<file path="src/rtl/micro_seq_pkg.sv">
// Shared constants for the micro-instruction sequencer: class indices, per-class
// execute lengths and the fetch/capture decode.
package micro_seq_pkg;

    localparam int unsigned FETCH_STEPS = 3;
    localparam int unsigned NUM_CLS     = 10;
    localparam int unsigned MAX_LEN     = 3;

    // LD..DISP indices line up with data_mov bit order, shifted up by one.
    localparam int unsigned CLS_ALU  = 0;
    localparam int unsigned CLS_LD   = 1;
    localparam int unsigned CLS_ST   = 2;
    localparam int unsigned CLS_DATA = 3;
    localparam int unsigned CLS_JMPR = 4;
    localparam int unsigned CLS_JMP  = 5;
    localparam int unsigned CLS_JCON = 6;
    localparam int unsigned CLS_CLR  = 7;
    localparam int unsigned CLS_DISP = 8;
    localparam int unsigned CLS_ILL  = 9;

    localparam int unsigned LEN_ALU  = 3;
    localparam int unsigned LEN_LD   = 2;
    localparam int unsigned LEN_ST   = 2;
    localparam int unsigned LEN_DATA = 3;
    localparam int unsigned LEN_JMPR = 1;
    localparam int unsigned LEN_JMP  = 2;
    localparam int unsigned LEN_JCON = 3;
    localparam int unsigned LEN_CLR  = 1;
    localparam int unsigned LEN_DISP = 1;
    localparam int unsigned LEN_ILL  = 1;

    localparam int unsigned CLS_LEN [NUM_CLS] = '{
        LEN_ALU, LEN_LD, LEN_ST, LEN_DATA, LEN_JMPR,
        LEN_JMP, LEN_JCON, LEN_CLR, LEN_DISP, LEN_ILL
    };

    typedef logic [NUM_CLS-1:0] cls_vec_t;

    // ALU wins outright; otherwise a single data_mov bit selects the class, anything else is illegal.
    function automatic cls_vec_t decode_class(input logic ir_alu, input logic [7:0] dm);
        logic dm_onehot;
        dm_onehot = (dm != 8'h00) && ((dm & (dm - 8'd1)) == 8'h00);
        if (ir_alu) begin
            decode_class = NUM_CLS'(1) << CLS_ALU;
        end else if (dm_onehot) begin
            decode_class = {1'b0, dm, 1'b0};
        end else begin
            decode_class = NUM_CLS'(1) << CLS_ILL;
        end
    endfunction

endpackage

</file>
<file path="src/rtl/step_ring.sv">
// One-hot step ring: advances on en, returns to step 1 when wrap is asserted.
module step_ring #(
    parameter int unsigned NUM_STEPS = 6
) (
    input  logic                 clk,
    input  logic                 rst_n,
    input  logic                 en,
    input  logic                 wrap,
    output logic [NUM_STEPS-1:0] step
);

    logic [NUM_STEPS-1:0] step_q;
    logic [NUM_STEPS-1:0] step_d;

    always_comb begin
        step_d = step_q;
        if (en) begin
            step_d = wrap ? NUM_STEPS'(1) : (step_q << 1);
        end
    end

    always_ff @(posedge clk or negedge rst_n) begin
        if (!rst_n) begin
            step_q <= NUM_STEPS'(1);
        end else begin
            step_q <= step_d;
        end
    end

    assign step = step_q;

endmodule

</file>
<file path="src/rtl/micro_sequencer.sv">
// Micro-instruction sequencer: step ring, class capture at end of fetch, and the
// step-qualified control-strobe AND-plane.
module micro_sequencer
    import micro_seq_pkg::*;
#(
    parameter int unsigned NUM_STEPS = 6,
    parameter bit          EARLY_END = 1'b1
) (
    input  logic                 clk,
    input  logic                 rst_n,
    input  logic                 en,
    input  logic [7:0]           IR,
    input  logic [7:0]           data_mov,
    input  logic                 flag,
    output logic [NUM_STEPS-1:0] step,
    output logic                 fetch,
    output logic [2:0]           cpt,
    output logic [1:0]           ld,
    output logic [1:0]           st,
    output logic [1:0]           jmp,
    output logic [2:0]           data,
    output logic [2:0]           jcon,
    output logic                 jmpr,
    output logic                 clr,
    output logic                 disp,
    output logic                 illegal,
    output logic                 instr_done
);

    cls_vec_t             cls_q;
    cls_vec_t             cls_d;
    logic [NUM_CLS-1:0]   last_hit;
    logic                 wrap;

    step_ring #(
        .NUM_STEPS (NUM_STEPS)
    ) u_step_ring (
        .clk   (clk),
        .rst_n (rst_n),
        .en    (en),
        .wrap  (wrap),
        .step  (step)
    );

    // Class is sampled only on the enabled edge leaving the last fetch step.
    always_comb begin
        cls_d = cls_q;
        if (step[FETCH_STEPS-1] && en) begin
            cls_d = decode_class(IR[7], data_mov);
        end
    end

    always_ff @(posedge clk or negedge rst_n) begin
        if (!rst_n) begin
            cls_q <= '0;
        end else begin
            cls_q <= cls_d;
        end
    end

    for (genvar c = 0; c < NUM_CLS; c++) begin : g_last
        localparam int unsigned LAST_IDX = FETCH_STEPS + CLS_LEN[c] - 1;
        assign last_hit[c] = cls_q[c] & step[LAST_IDX];
    end

    // The final ring step always ends the instruction, whatever the class.
    assign instr_done = step[NUM_STEPS-1] | (EARLY_END & (|last_hit));
    assign wrap       = instr_done;

    assign fetch   = |step[FETCH_STEPS-1:0];
    assign cpt     = {3{cls_q[CLS_ALU]}}  & step[FETCH_STEPS +: 3];
    assign ld      = {2{cls_q[CLS_LD]}}   & step[FETCH_STEPS +: 2];
    assign st      = {2{cls_q[CLS_ST]}}   & step[FETCH_STEPS +: 2];
    assign jmp     = {2{cls_q[CLS_JMP]}}  & step[FETCH_STEPS +: 2];
    assign data    = {3{cls_q[CLS_DATA]}} & step[FETCH_STEPS +: 3];
    // Last JCON strobe follows the live flag with no latching.
    assign jcon    = {cls_q[CLS_JCON] & step[FETCH_STEPS + 2] & flag,
                      {2{cls_q[CLS_JCON]}} & step[FETCH_STEPS +: 2]};
    assign jmpr    = cls_q[CLS_JMPR] & step[FETCH_STEPS];
    assign clr     = cls_q[CLS_CLR]  & step[FETCH_STEPS];
    assign disp    = cls_q[CLS_DISP] & step[FETCH_STEPS];
    assign illegal = cls_q[CLS_ILL]  & step[FETCH_STEPS];

endmodule

</file>
<file path="config.mk">
export PLATFORM = sky130hd
export DESIGN_NAME = micro_sequencer
export DESIGN_NICKNAME = d
export VERILOG_FILES = /design/src/rtl/micro_seq_pkg.sv /design/src/rtl/step_ring.sv /design/src/rtl/micro_sequencer.sv
export SDC_FILE = /design/constraint.sdc
export NUM_CORES = 1
export LEC_CHECK = 0
export ABC_CLOCK_PERIOD_IN_PS = 1200
export CAP_MARGIN = 30
export CORE_MARGIN = 5
export CORE_UTILIZATION = 35
export CTS_BUF_LIST = sky130_fd_sc_hd__clkbuf_16
export DETAILED_ROUTE_END_ITERATION = 10
export GPL_TIMING_DRIVEN = 0
export HOLD_SLACK_MARGIN = 0.1
export PLACE_DENSITY = 0.79
export SYNTH_ARGS = -nofsm -noshare
export SYNTH_HDL_FRONTEND = slang
export SYNTH_SLANG_ARGS = --single-unit
</file>
<file path="constraint.sdc">
create_clock -name clk -period 1.2 [get_ports clk]
set_input_delay 0.24 -clock clk [delete_from_list [all_inputs] [get_ports clk]]
set_output_delay 0.24 -clock clk [all_outputs]
set_load 0.005 [all_outputs]
</file>
# After elaboration in Yosys (flattened, before gate mapping)
# Index checks and enable logic that the tools add are counted.
[word_totals]
reg_bits = 16
out_inout_bits = 27
[classes]
bitwise = 19
muxes = 3
reduce_logical = 6
addsub = 1
[op_table]
columns = ["cell", "count"]
rows = [
  ["10-bit 2-to-1 mux", 2],
  ["1-bit AND", 11],
  ["10-bit OR reduction", 1],
  ["2-bit AND", 4],
  ["8-bit AND", 1],
  ["8-bit zero test", 1],
  ["8-bit nonzero test", 1],
  ["8-bit by 1-bit subtractor with 8-bit output, second input constant", 1],
  ["3-bit AND", 2],
  ["6-bit 2-to-1 mux", 1],
  ["3-bit OR reduction", 1],
  ["1-bit logical AND", 2],
  ["1-bit OR", 1],
]

# Logic depth before layout (Yosys ltp)
# Gate-level depths: netlist (run 1).
[depth]
ltp_word = 6
ltp_mapped = 5
mapped_depth_nobuf = 4

# Cells and area by module
# A second synthesis (run 1) with hierarchy kept.
[hier_totals]
cells_unflattened = 99
area_unflattened_um2 = 945.9
[by_module_without_submodules]
columns = ["mod", "n_inst", "cells_per_inst", "area_each_um2"]
rows = [
  ["micro_sequencer", 1, 76, 690.7],
  ["step_ring", 1, 23, 255.2],
]

# Least setup slack after synthesis (run 1)
# OpenSTA, ideal clock, no wires.
[synth_timing]
path_type = "reg-to-reg"
start = "reg cls_q[4]"
end = "reg u_step_ring.step_q[0] (netlist: u_step_ring.step[0])"
setup_slack_ns = -0.099
path_stages_with_launch = 4
arrival_time_ns = 1.217
period_less_slack_ns = 1.299
n_path_buf = 0
setup_time_ns = 0.082
path_cell_list = "dfrtp_1 -> nor4_1 -> o221ai_1 -> mux2_2"
[synth_between]
elab_chain_len = 4
[synth_lines]
columns = ["element", "line", "rtl"]
rows = [
  ["from (decl)", "micro_sequencer.sv:30", "cls_vec_t cls_q;"],
  ["from (signal assigned)", "micro_sequencer.sv:57", "cls_q <= cls_d;"],
  ["1-bit AND", "micro_sequencer.sv:63", "assign last_hit[c] = cls_q[c] & step[LAST_IDX];"],
  ["10-bit OR reduction", "micro_sequencer.sv:67", "assign instr_done = step[NUM_STEPS-1] | (EARLY_END & (|last_hit));"],
  ["1-bit OR", "micro_sequencer.sv:67", ""],
  ["named net instr_done", "micro_sequencer.sv:27", "output logic instr_done"],
  ["6-bit 2-to-1 mux", "step_ring.sv:18", "step_d = wrap ? NUM_STEPS'(1) : (step_q << 1);"],
  ["to (signal assigned)", "step_ring.sv:26", "step_q <= step_d;"],
  ["to (decl)", "step_ring.sv:12", "logic [NUM_STEPS-1:0] step_q;"],
]
# The timed path passes the listed nets, and every way through them passes these cells.
# A chain may end at the register's enable or synchronous reset.

# Worst setup path after layout (run 1)
[layout_timing]
start = "reg cls_q[9]"
end = "out instr_done"
[layout_between]
elab_chain_len = 3
[layout_lines]
columns = ["element", "line"]
rows = [
  ["1-bit AND", "micro_sequencer.sv:63"],
  ["10-bit OR reduction", "micro_sequencer.sv:67"],
  ["1-bit OR", "micro_sequencer.sv:67"],
  ["to (decl)", "micro_sequencer.sv:27"],
]
# No other way between the ends.

==> results of run 1 <==
==> worst max-delay path by stage <==
stage	startpoint	endpoint	slack, ns	cells after the start
CTS	cls_q[8]	instr_done	-0.31	3
detailed placement	data_mov[1]	cls_q[4]	-0.68	5
global route	cls_q[9]	instr_done	-0.47	3
floorplan	cls_q[4]	u_step_ring.step[0]	-0.01	3
global placement	data_mov[1]	cls_q[4]	-0.62	5
finish	cls_q[9]	instr_done	-0.42	3
==> registers in the layout, indices dropped and copies added, names as in the netlist <==
signal	flops
u_step_ring.step	6
cls_q	10
==> critical path: stages (launching register included) <==
cell and delay [ns]:
dfrtp_2 0.43, nor4_4 0.36, o221ai_2 0.17, buf_2 0.16
==> metal layers <==
layer | up-vias | part of all wire
met5 | - | 0
met4 | 0 | 0.044
met3 | 15 | 0.058
met2 | 52 | 0.51
met1 | 561 | 0.38
li1 | 507 | -
==> power breakdown <==
part / internal (uW) / switching [uW] / leakage, uW
registers: 687 / 158 / 0.000213
logic: 1270 / 865 / 0.000647
clock network: 444 / 233 / 0.0000385
==> cell usage in the layout (no fill, tap or decap), drive strengths merged <==
master          n
o22ai           5
buf            58
nand2           9
dfstp           1
or3             2
inv             5
o31ai           1
dlygate4sd2     3
nand3           1
mux2            3
xor2            1
clkdlybuf4s15   2
nand2b          2
nor2            2
clkbuf         11
nor4            1
a32o            6
nor3            4
and3            2
clkdlybuf4s50   3
and2b           2
or2             1
o21ai           7
a2111o          1
a21oi           2
o221ai          1
a211oi          1
maj3            1
and2           18
clkinv          1
dfrtp          15
a2111oi         1
==> metrics by stage <==
| stage | area, sq um | util |
|---|---|---|
| finish | 1954 | 0.7818 |
| global route | 1954 | 0.7818 |
| CTS | 1733 | 0.6932 |
| detailed placement | 1391 | 0.5566 |
| global placement | 1391 | 0.5566 |
| floorplan | 963.4 | - |
==> cell type report <==
type	instances	area [sq um]
plain buffers	3	30.03
clock buffers	3	75.07
clock inverters	1	3.754
fillers	145	545.5
inverters	5	18.77
multi-input cells	74	694.4
flip-flops and latches	16	404.1
well taps	30	37.54
repair buffers	71	690.7
==> repair_timing <==
action / 4_1_cts / 5_1_grt
setup endpoints to repair: 42 / 39
gates resized for setup: 168 / 61
setup buffers: 23 / 10
pin swaps: 24 / 8
cloned: 1 / 0
==> kinds of logic (layout without fill, tap and decap cells) <==
| group | count (synthesis) | in the layout | share of synthesized area |
|---|---|---|---|
| adders and majority gates | 1 | 1 | 0.01086 |
| buffers and inverters | 9 | 83 | 0.04071 |
| AOI/OAI and AO/OA | 25 | 25 | 0.1954 |
| muxes | 3 | 3 | 0.04070 |
| and+or+nand+nor | 44 | 44 | 0.2673 |
| xor gates and xnor gates | 1 | 1 | 0.009500 |
| DFF | 16 | 16 | 0.4356 |
==> metrics.yaml, run 1 <==
run_status:
  status: "complete, but fails checks"
  violations: "negative setup slack"
cells_and_area:
  stdcell_count: 203
  fin_nets: 194
  layout-drive-gt1-share: 0.6705
  diodes: 0
  area_growth_pct: 111.9
sta:
  finalWorstSetupSlack_ns: -0.4206
  min_period_ns: 1.621
  final-hold-violation-count: 0
  finalSetupTns_ns: -6.544
  slew_headroom: 0.4860
  timing.fmax_mhz: 617.1
  holdWs_ns: 0.3540
  rsz0062_at_grt: "yes"
  fin_crit_sh: 1.351
  setup_violations: 37
  tightest_slew_ns: 0.7686
  skew_ns: 0.004342
  maxSlewViolCount: 0
clock_network:
  clockRootBuffer: "clkbuf_16"
  cts.sinks: 16
  cts.clk_slew.worst_paths_ns: 0.05
  cts_tree: "done"
  htreeDepth: 1
  clk_latency_ns: 0.25
  cts.path.max_buffers: 2
  cts_hold_buf: 0
  cts_buffers: 3
synthesis:
  synth_commonest_cells: "and2_1 (18), dfrtp_1 (15), nand2_1 (9)"
  yosysSeqAreaShare: 0.4355
  avgSynthCellArea_sq_um: 9.314
  synth.most_common_cell: "and2_1"
  synth_top_area_share: 0.4071
  yosysWarningCount: 0
  ys_types: 29
  synth_top_flop_cell: "dfrtp_1"
  async_flop_share: 1.000
  netlist_instances: 99
  synthesis.nets: 119
  synthTopCellsByArea: "dfrtp_1 (41%), and2_1 (12%), a32o_1 (6.5%)"
  yosys.area.top_type: "dfrtp_1"
  synth-edff-count: 0
  netlist_area_sq_um: 922.1
  ys_ff_latch: 16
die:
  start_util: 0.3689
  io_pins: 47
  die_w_microns: 61.33
  die_h_microns: 61.33
  core.rowCount: 18
  dieArea_sq_um: 3761
  core_area_sq_um: 2500
worst_setup_path:
  reg2regPathDepth: 5
  cp.required_ns: 0.96
  path_max_fanout: 3
  endpoint_kind: "output pin"
  crit_arrival_ns: 1.38
  worstSetupStartpointType: "flop"
  reg2reg_from: "cls_q[9]"
  timing.reg2reg.setup_slack_ns: -0.38
  worst_r2r_endpoint: "u_step_ring.step[0]"
  critPathKind: "reg -> out"
placed_design:
  hpwl_microns: 2039
  dp.cells: 168
  place.gp.congestion: 0.8361
  place_ws_ns: -0.6780
  portBuffers: 39
grt:
  met1_usage: 0.2195
  grt_busiest_layer: "met2"
  grt_pass1_wl_microns: 5589
  use_met2: 0.3701
  grt_pass1_vias: 1151
  overflow: 0
  grtUsageTotal: 0.2044
  grt_max_degree: 17
  grt_use_met3: 0.02935
  antenna_found_initial: 0
hold_path:
  hp-start: "data_mov[4]"
  hold_depth: 2
  min_to: "cls_q[5]"
  worstHoldPathType: "in -> reg"
drt:
  finalWirelength_microns: 4203
  wl_per_cell_microns: 20.70
  drt-initial-drc-count: 27
  dr.pass1.iters: 4
  drt-vias-per-instance: 5.591
  drcViolationCount: 0
  ant_nets: 0
  dr_total_vias: 1135
pwr:
  ir_worst_vdd_v: 0.001662
  leakage_uw: 0.0008986
  power_density_nw_per_um2: 1872
  total_power_uw: 3658
run:
  maxCapViolCount: 0
No activity file was read; power rests on OpenSTA's default activity.
==> inputs of run 2 (changes only) <==
==> config.mk (replaced) <==
export PLATFORM = sky130hd
export DESIGN_NAME = micro_sequencer
export DESIGN_NICKNAME = d
export VERILOG_FILES = /design/src/rtl/micro_seq_pkg.sv /design/src/rtl/step_ring.sv /design/src/rtl/micro_sequencer.sv
export SDC_FILE = /design/constraint.sdc
export NUM_CORES = 1
export LEC_CHECK = 0
export CAP_MARGIN = 30
export CORE_MARGIN = 5
export CORE_UTILIZATION = 37
export CTS_BUF_LIST = sky130_fd_sc_hd__clkbuf_4
export DETAILED_ROUTE_END_ITERATION = 10
export GPL_TIMING_DRIVEN = 0
export HOLD_SLACK_MARGIN = 0.1
export PLACE_DENSITY = 0.82
export SYNTH_ARGS = -nofsm -noshare
export SYNTH_HDL_FRONTEND = slang
export SYNTH_SLANG_ARGS = --single-unit
==> run 2 against run 1 <==
  * The run still ends with negative setup slack left
  * Hold slack better by 0.013 ns
  * Clock power down 53%
  * Count of clock-buffer cells in the layout unchanged
  * Global-route usage about the same
  * Critical endpoint unchanged
  * Largest power group unchanged
  * Highest routed layer unchanged
==> metrics.yaml, run 2 (synthesis gave the netlist of run 1 again) <==
run_status:
  status: "complete, but fails checks"
  violations: "negative setup slack"
drt:
  drt-vias-per-instance: 5.763  # +3.1%
  dr_total_vias: 1193  # +5.1%
  wl_per_cell_microns: 22.54  # +8.8%
  ant_nets: 0  # unchanged
  finalWirelength_microns: 4665  # +11%
  dr.pass1.iters: 4  # unchanged
  drt-initial-drc-count: 56  # +110%
  drcViolationCount: 0  # unchanged
worst_setup_path:
  worstSetupStartpointType: "flop"
  crit_family: "flip-flops"
  crit_arrival_ns: 1.43  # +0.05 ns
  reg2regPathDepth: 4  # -1
  cp.required_ns: 0.96  # about the same
  cp-endpoint: "instr_done"
  endpoint_kind: "output pin"
  path_cells: "nor4_4 > o221ai_4 > buf_2"
  critPathLaunch: "cls_q[7]"
  path_buf_inv: 1  # unchanged
  reg2reg_from: "cls_q[7]"
  crit_slowest_cell: "dfrtp_2"
  slowest_delay_ns: 0.45  # +0.02 ns
  critPathKind: "reg -> out"
  path_max_fanout: 3  # unchanged
  timing.reg2reg.setup_slack_ns: -0.31  # +0.07 ns
  worst_r2r_endpoint: "u_step_ring.step[0]"
  worst-path-stages: 3  # unchanged
clock_network:
  clockRootBuffer: "clkbuf_4"
  clk_latency_ns: 0.30  # +0.05 ns
  cts.clk_slew.worst_paths_ns: 0.10  # +0.05 ns
  cts_tree: "done"
  cts.path.max_buffers: 2  # unchanged
  cts.sinks: 16  # unchanged
  cts_buffers: 3  # unchanged
  htreeDepth: 1  # unchanged
cells_and_area:
  regMostFlops: "cls_q"
  final_area_sq_um: 1949  # -0.26%
  final_common_cell: "buf_6"
  layout-drive-gt1-share: 0.6610  # -0.009503
  area_growth_pct: 111.4
  largest_reg_flops: 10  # unchanged
  diodes: 0  # unchanged
  fillers: 112  # -23%
  layout_common_cells: "buf_6 (42), and2_4 (17), buf_4 (17), dfrtp_1 (12), nand2_1 (8)"
  fin_nets: 198  # +2.1%
die:
  die_h_microns: 59.92  # -2.3%
  core.rowCount: 18  # unchanged
  core_area_sq_um: 2432  # -2.7%
  start_util: 0.3791  # +0.01025
  die_w_microns: 59.92  # -2.3%
  io_pins: 47  # unchanged
  dieArea_sq_um: 3590  # -4.5%
hold_path:
  worstHoldPathType: "in -> async"
sta:
  rsz0062_at_grt: "yes"
  tightest_slew_ns: 0.7485  # -0.02005 ns
  skew_ns: 0.002739  # -0.001602 ns
  setup_violations: 41  # +11%
  finalSetupTns_ns: -8.267  # -1.723 ns
  finalWorstSetupSlack_ns: -0.4719  # -0.05133 ns
  slew_headroom: 0.4994  # +0.01341
  timing.fmax_mhz: 598.1  # -3.1%
  fin_crit_sh: 1.393  # +0.04277
  min_period_ns: 1.672  # +0.05132 ns
  final-hold-violation-count: 0  # unchanged
  maxSlewViolCount: 0  # unchanged
placed_design:
  dpl_cell_area_sq_um: 1391  # unchanged
  hpwl_microns: 1999  # -2.0%
  portBuffers: 39  # unchanged
  place.gp.congestion: 0.7338  # -12%
grt:
  grtUsageTotal: 0.2046  # about the same
  antenna_found_initial: 0  # unchanged
  grt_pass1_wl_microns: 5395  # -3.5%
  overflow: 0  # unchanged
  grt_pass1_vias: 1115  # -3.1%
  grt_max_degree: 17  # unchanged
pwr:
  power_density_nw_per_um2: 1669  # -11%
  ir_worst_vdd_v: 0.001224  # -26%
  total_power_uw: 3253  # -11%
  leakage_uw: 0.0008910  # -0.85%
run:
  maxCapViolCount: 0  # unchanged
-- run 2: metrics by stage --
stage	cells	hold WS [ns]	util	worst slack (ns)
6_report	207	0.3667	0.8014	-0.4719
5_1_grt	207	0.3981	0.8014	-0.5328
4_1_cts	194	0.3827	0.6847	-0.3917
3_5_place_dp	168	0.5219	0.5720	-0.6749
3_3_place_gp	168	0.5026	0.5720	-0.6228
2_1_floorplan	99	-0.05559	-	-0.01170
-- run 2: repair_timing --
item                                   CTS  global route
pin swaps                               20             6
cloned                                   1             0
gates resized for setup                171            47
endpoints found under the hold margin    0             0
setup endpoints to repair               35            41
hold buffers                             0             0
setup buffers                           22            14
-- run 2: worst min-delay path by stage --
stage | depth (start not counted) | end | slack, ns
2_1_floorplan | 0 | cls_q[0] | -0.06
3_3_place_gp | 2 | u_step_ring.step[1] | 0.50
3_5_place_dp | 2 | u_step_ring.step[1] | 0.52
4_1_cts | 1 | u_step_ring.step[3] | 0.38
5_1_grt | 2 | cls_q[4] | 0.40
6_report | 1 | cls_q[8] | 0.37
-- run 2: power by group --
part	switching (uW)	internal, uW	leakage (uW)
registers	166	685	0.000212
logic	858	1230	0.000664
clock network	195	122	0.0000154
total	1220	2030	0.000891
-- run 2: layer usage --
metal / global-route usage / wire (microns) / vias to the layer above
li1: - / - / 517
met1: 0.2096 / 1779 / 576
met2: 0.4012 / 2302 / 80
met3: 0.03456 / 352 / 20
met4: 0.07911 / 231 / 0
met5: 0 / 0 / -
-- run 2: layout make-up --
| type | instances | area, sq um | area share |
|---|---|---|---|
| Buffer | 3 | 32.53 | 0.01669 |
| Clock inverter | 1 | 3.754 | 0.001926 |
| Sequential cell | 16 | 405.4 | 0.2080 |
| Timing Repair Buffer | 75 | 759.5 | 0.3896 |
| Inverter | 5 | 18.77 | 0.009628 |
| Multi-Input combinational cell | 74 | 669.4 | 0.3434 |
| Clock buffer | 3 | 22.52 | 0.01155 |
| Tap cell | 30 | 37.54 | 0.01926 |
==> inputs of run 3 (changes only) <==
--- a/config.mk
+++ b/config.mk
@@ -5,14 +5,15 @@
 export SDC_FILE = /design/constraint.sdc
 export NUM_CORES = 1
 export LEC_CHECK = 0
-export CAP_MARGIN = 30
 export CORE_MARGIN = 5
 export CORE_UTILIZATION = 37
 export CTS_BUF_LIST = sky130_fd_sc_hd__clkbuf_4
 export DETAILED_ROUTE_END_ITERATION = 10
+export GPL_ROUTABILITY_DRIVEN = 0
 export GPL_TIMING_DRIVEN = 0
 export HOLD_SLACK_MARGIN = 0.1
 export PLACE_DENSITY = 0.82
+export SKIP_CTS_REPAIR_TIMING = 1
 export SYNTH_ARGS = -nofsm -noshare
 export SYNTH_HDL_FRONTEND = slang
 export SYNTH_SLANG_ARGS = --single-unit
==> run 3 against run 2 <==
  * The run still ends with negative setup slack left
  * Clock skew up 0.0013 ns
  * Routed wire length down 26%
  * Clock power down 3%
  * Global-route usage down 5.8 points
  * First-iteration DRC count down 11%
  * Critical path type unchanged
==> metrics.yaml, run 3 (synthesis gave the netlist of run 1 again) <==
sta:
  final-hold-violation-count: 0  # unchanged
  setup_violations: 31  # -24%
  tightest_slew_ns: 0.6978  # -0.05071 ns
  skew_ns: 0.004004  # +0.001264 ns
  rsz0062_at_grt: "yes"
  timing.fmax_mhz: 610.3  # +2.0%
  maxSlewViolCount: 0  # unchanged
  min_period_ns: 1.639  # -0.03330 ns
  slew_headroom: 0.5333  # +0.03391
  fin_crit_sh: 1.366  # -0.02775
  finalWorstSetupSlack_ns: -0.4386  # +0.03330 ns
grt:
  grt_pass1_wl_microns: 4002  # -26%
  antenna_found_initial: 0  # unchanged
  grt_pass1_vias: 879  # -21%
  grtUsageTotal: 0.1461  # -0.05844
  grt_max_degree: 17  # unchanged
  overflow: 0  # unchanged
die:
  start_util: 0.3791  # unchanged
  core_area_sq_um: 2432  # unchanged
  io_pins: 47  # unchanged
  dieArea_sq_um: 3590  # unchanged
  die_h_microns: 59.92  # unchanged
  core.rowCount: 18  # unchanged
  die_w_microns: 59.92  # unchanged
pwr:
  leakage_uw: 0.0008600  # -3.5%
  combPwrFrac: 0.581  # -0.060
  p_switching_uw: 993.3  # -19%
  sw_frac_of_total: 0.3663  # -0.008589
  power.share.clock: 0.113  # +0.016
  ir_worst_vdd_v: 0.001338  # +9.3%
  power_density_nw_per_um2: 1597  # -4.3%
  p_seq_frac: 0.305  # +0.044
  p_int_uw: 1718  # -15%
cells_and_area:
  diodes: 0  # unchanged
  layout_common_cells: "clkbuf_2 (20), buf_6 (19), buf_4 (19), dfrtp_1 (13), and2_4 (12)"
  stdcell_count: 199  # -3.9%
  layout-drive-gt1-share: 0.5740  # -0.08705
  largest_reg_flops: 10  # unchanged
  fillers: 160  # +43%
  final_common_cell: "clkbuf_2"
  area_growth_pct: 84.13
  regMostFlops: "cls_q"
  fin_nets: 190  # -4.0%
  final_area_sq_um: 1698  # -13%
drt:
  ant_nets: 0  # unchanged
  dr_total_vias: 1078  # -9.6%
  finalWirelength_microns: 3449  # -26%
  drt-vias-per-instance: 5.417  # -6.0%
  drt-initial-drc-count: 50  # -11%
  dr.pass1.iters: 4  # unchanged
  drcViolationCount: 0  # unchanged
  wl_per_cell_microns: 17.33  # -23%
run_status:
  status: "complete, but fails checks"
  violations: "negative setup slack"
clock_network:
  cts_buffers: 3  # unchanged
  cts.path.max_buffers: 2  # unchanged
  clockRootBuffer: "clkbuf_4"
  cts.clk_slew.worst_paths_ns: 0.10  # about the same
  htreeDepth: 1  # unchanged
  cts_tree: "done"
  clk_latency_ns: 0.30  # about the same
  cts.sinks: 16  # unchanged
worst_setup_path:
  critPathLaunch: "cls_q[9]"
  timing.reg2reg.setup_slack_ns: -0.37  # -0.06 ns
  critPathKind: "reg -> out"
  path_cells: "nor4_4 > o221ai_4 > clkbuf_2"
  slowest_delay_ns: 0.44  # about the same
  crit_slowest_cell: "dfrtp_2"
  worstSetupStartpointType: "flop"
  cp.required_ns: 0.96  # about the same
  reg2reg_from: "cls_q[9]"
  endpoint_kind: "output pin"
  crit_arrival_ns: 1.40  # -0.03 ns
  path_max_fanout: 5  # +2
placed_design:
  dp.cells: 168  # unchanged
  dpl_cell_area_sq_um: 1391  # unchanged
  portBuffers: 39  # unchanged
  place_ws_ns: -0.6749  # unchanged
  hpwl_microns: 1999  # unchanged
hold_path:
  worstHoldPathType: "in -> reg"
  hp-start: "data_mov[4]"
run:
  maxCapViolCount: 0  # unchanged
[run 3: worst paths after layout]
check / cells after the start / end
max in group asynchronous: 1 / cls_q[9]
min reg2reg: 2 / cls_q[7]
max reg2reg: 5 / u_step_ring.step[0]
min: 2 / cls_q[5]
min in group asynchronous: 1 / cls_q[4]
max: 3 / instr_done
[run 3: power groups by stage]
stage	Clock, uW	Sequential (uW)	Combinational [uW]
2_1_floorplan	0	806	364
3_3_place_gp	0	819	810
3_5_place_dp	0	832	844
4_1_cts	295	822	845
5_1_grt	333	843	1690
6_report	307	828	1580
[run 3: area by class of cell]
class,instances,area [sq um],share of cell area
Multi-Input combinational cell,74,625.6,0.3685
Tap cell,30,37.54,0.02211
Sequential cell,16,404.1,0.2380
Clock buffer,3,22.52,0.01326
Clock inverter,1,3.754,0.002211
Inverter,5,18.77,0.01105
Buffer,3,22.52,0.01326
Timing Repair Buffer,67,563.0,0.3316
[run 3: per-stage QoR]
step	TNS (ns)	hold slack, ns	util	power [uW]
floorplan	-0.01170	-0.05559	-	1170
global placement	-10.74	0.5026	0.5720	1629
detailed placement	-12.14	0.5219	0.5720	1676
CTS	-16.26	0.3828	0.5828	1962
global route	-6.526	0.3301	0.6980	2861
finish	-5.225	0.3076	0.6980	2712
[run 3: metal layers]
layer	GRT usage	up-vias	wire length [microns]
met2	0.2577	53	1673
met1	0.1684	513	1374
li1	-	499	-
met5	0	-	0
met4	0.05696	0	132
met3	0.03456	13	268
[run 3: critical path: cells and delay by family (launching register included)]
kind,cells,cell delay [ns]
buf+inv,1,0.15
simple gates,1,0.33
compound gates,1,0.18
flops,1,0.44
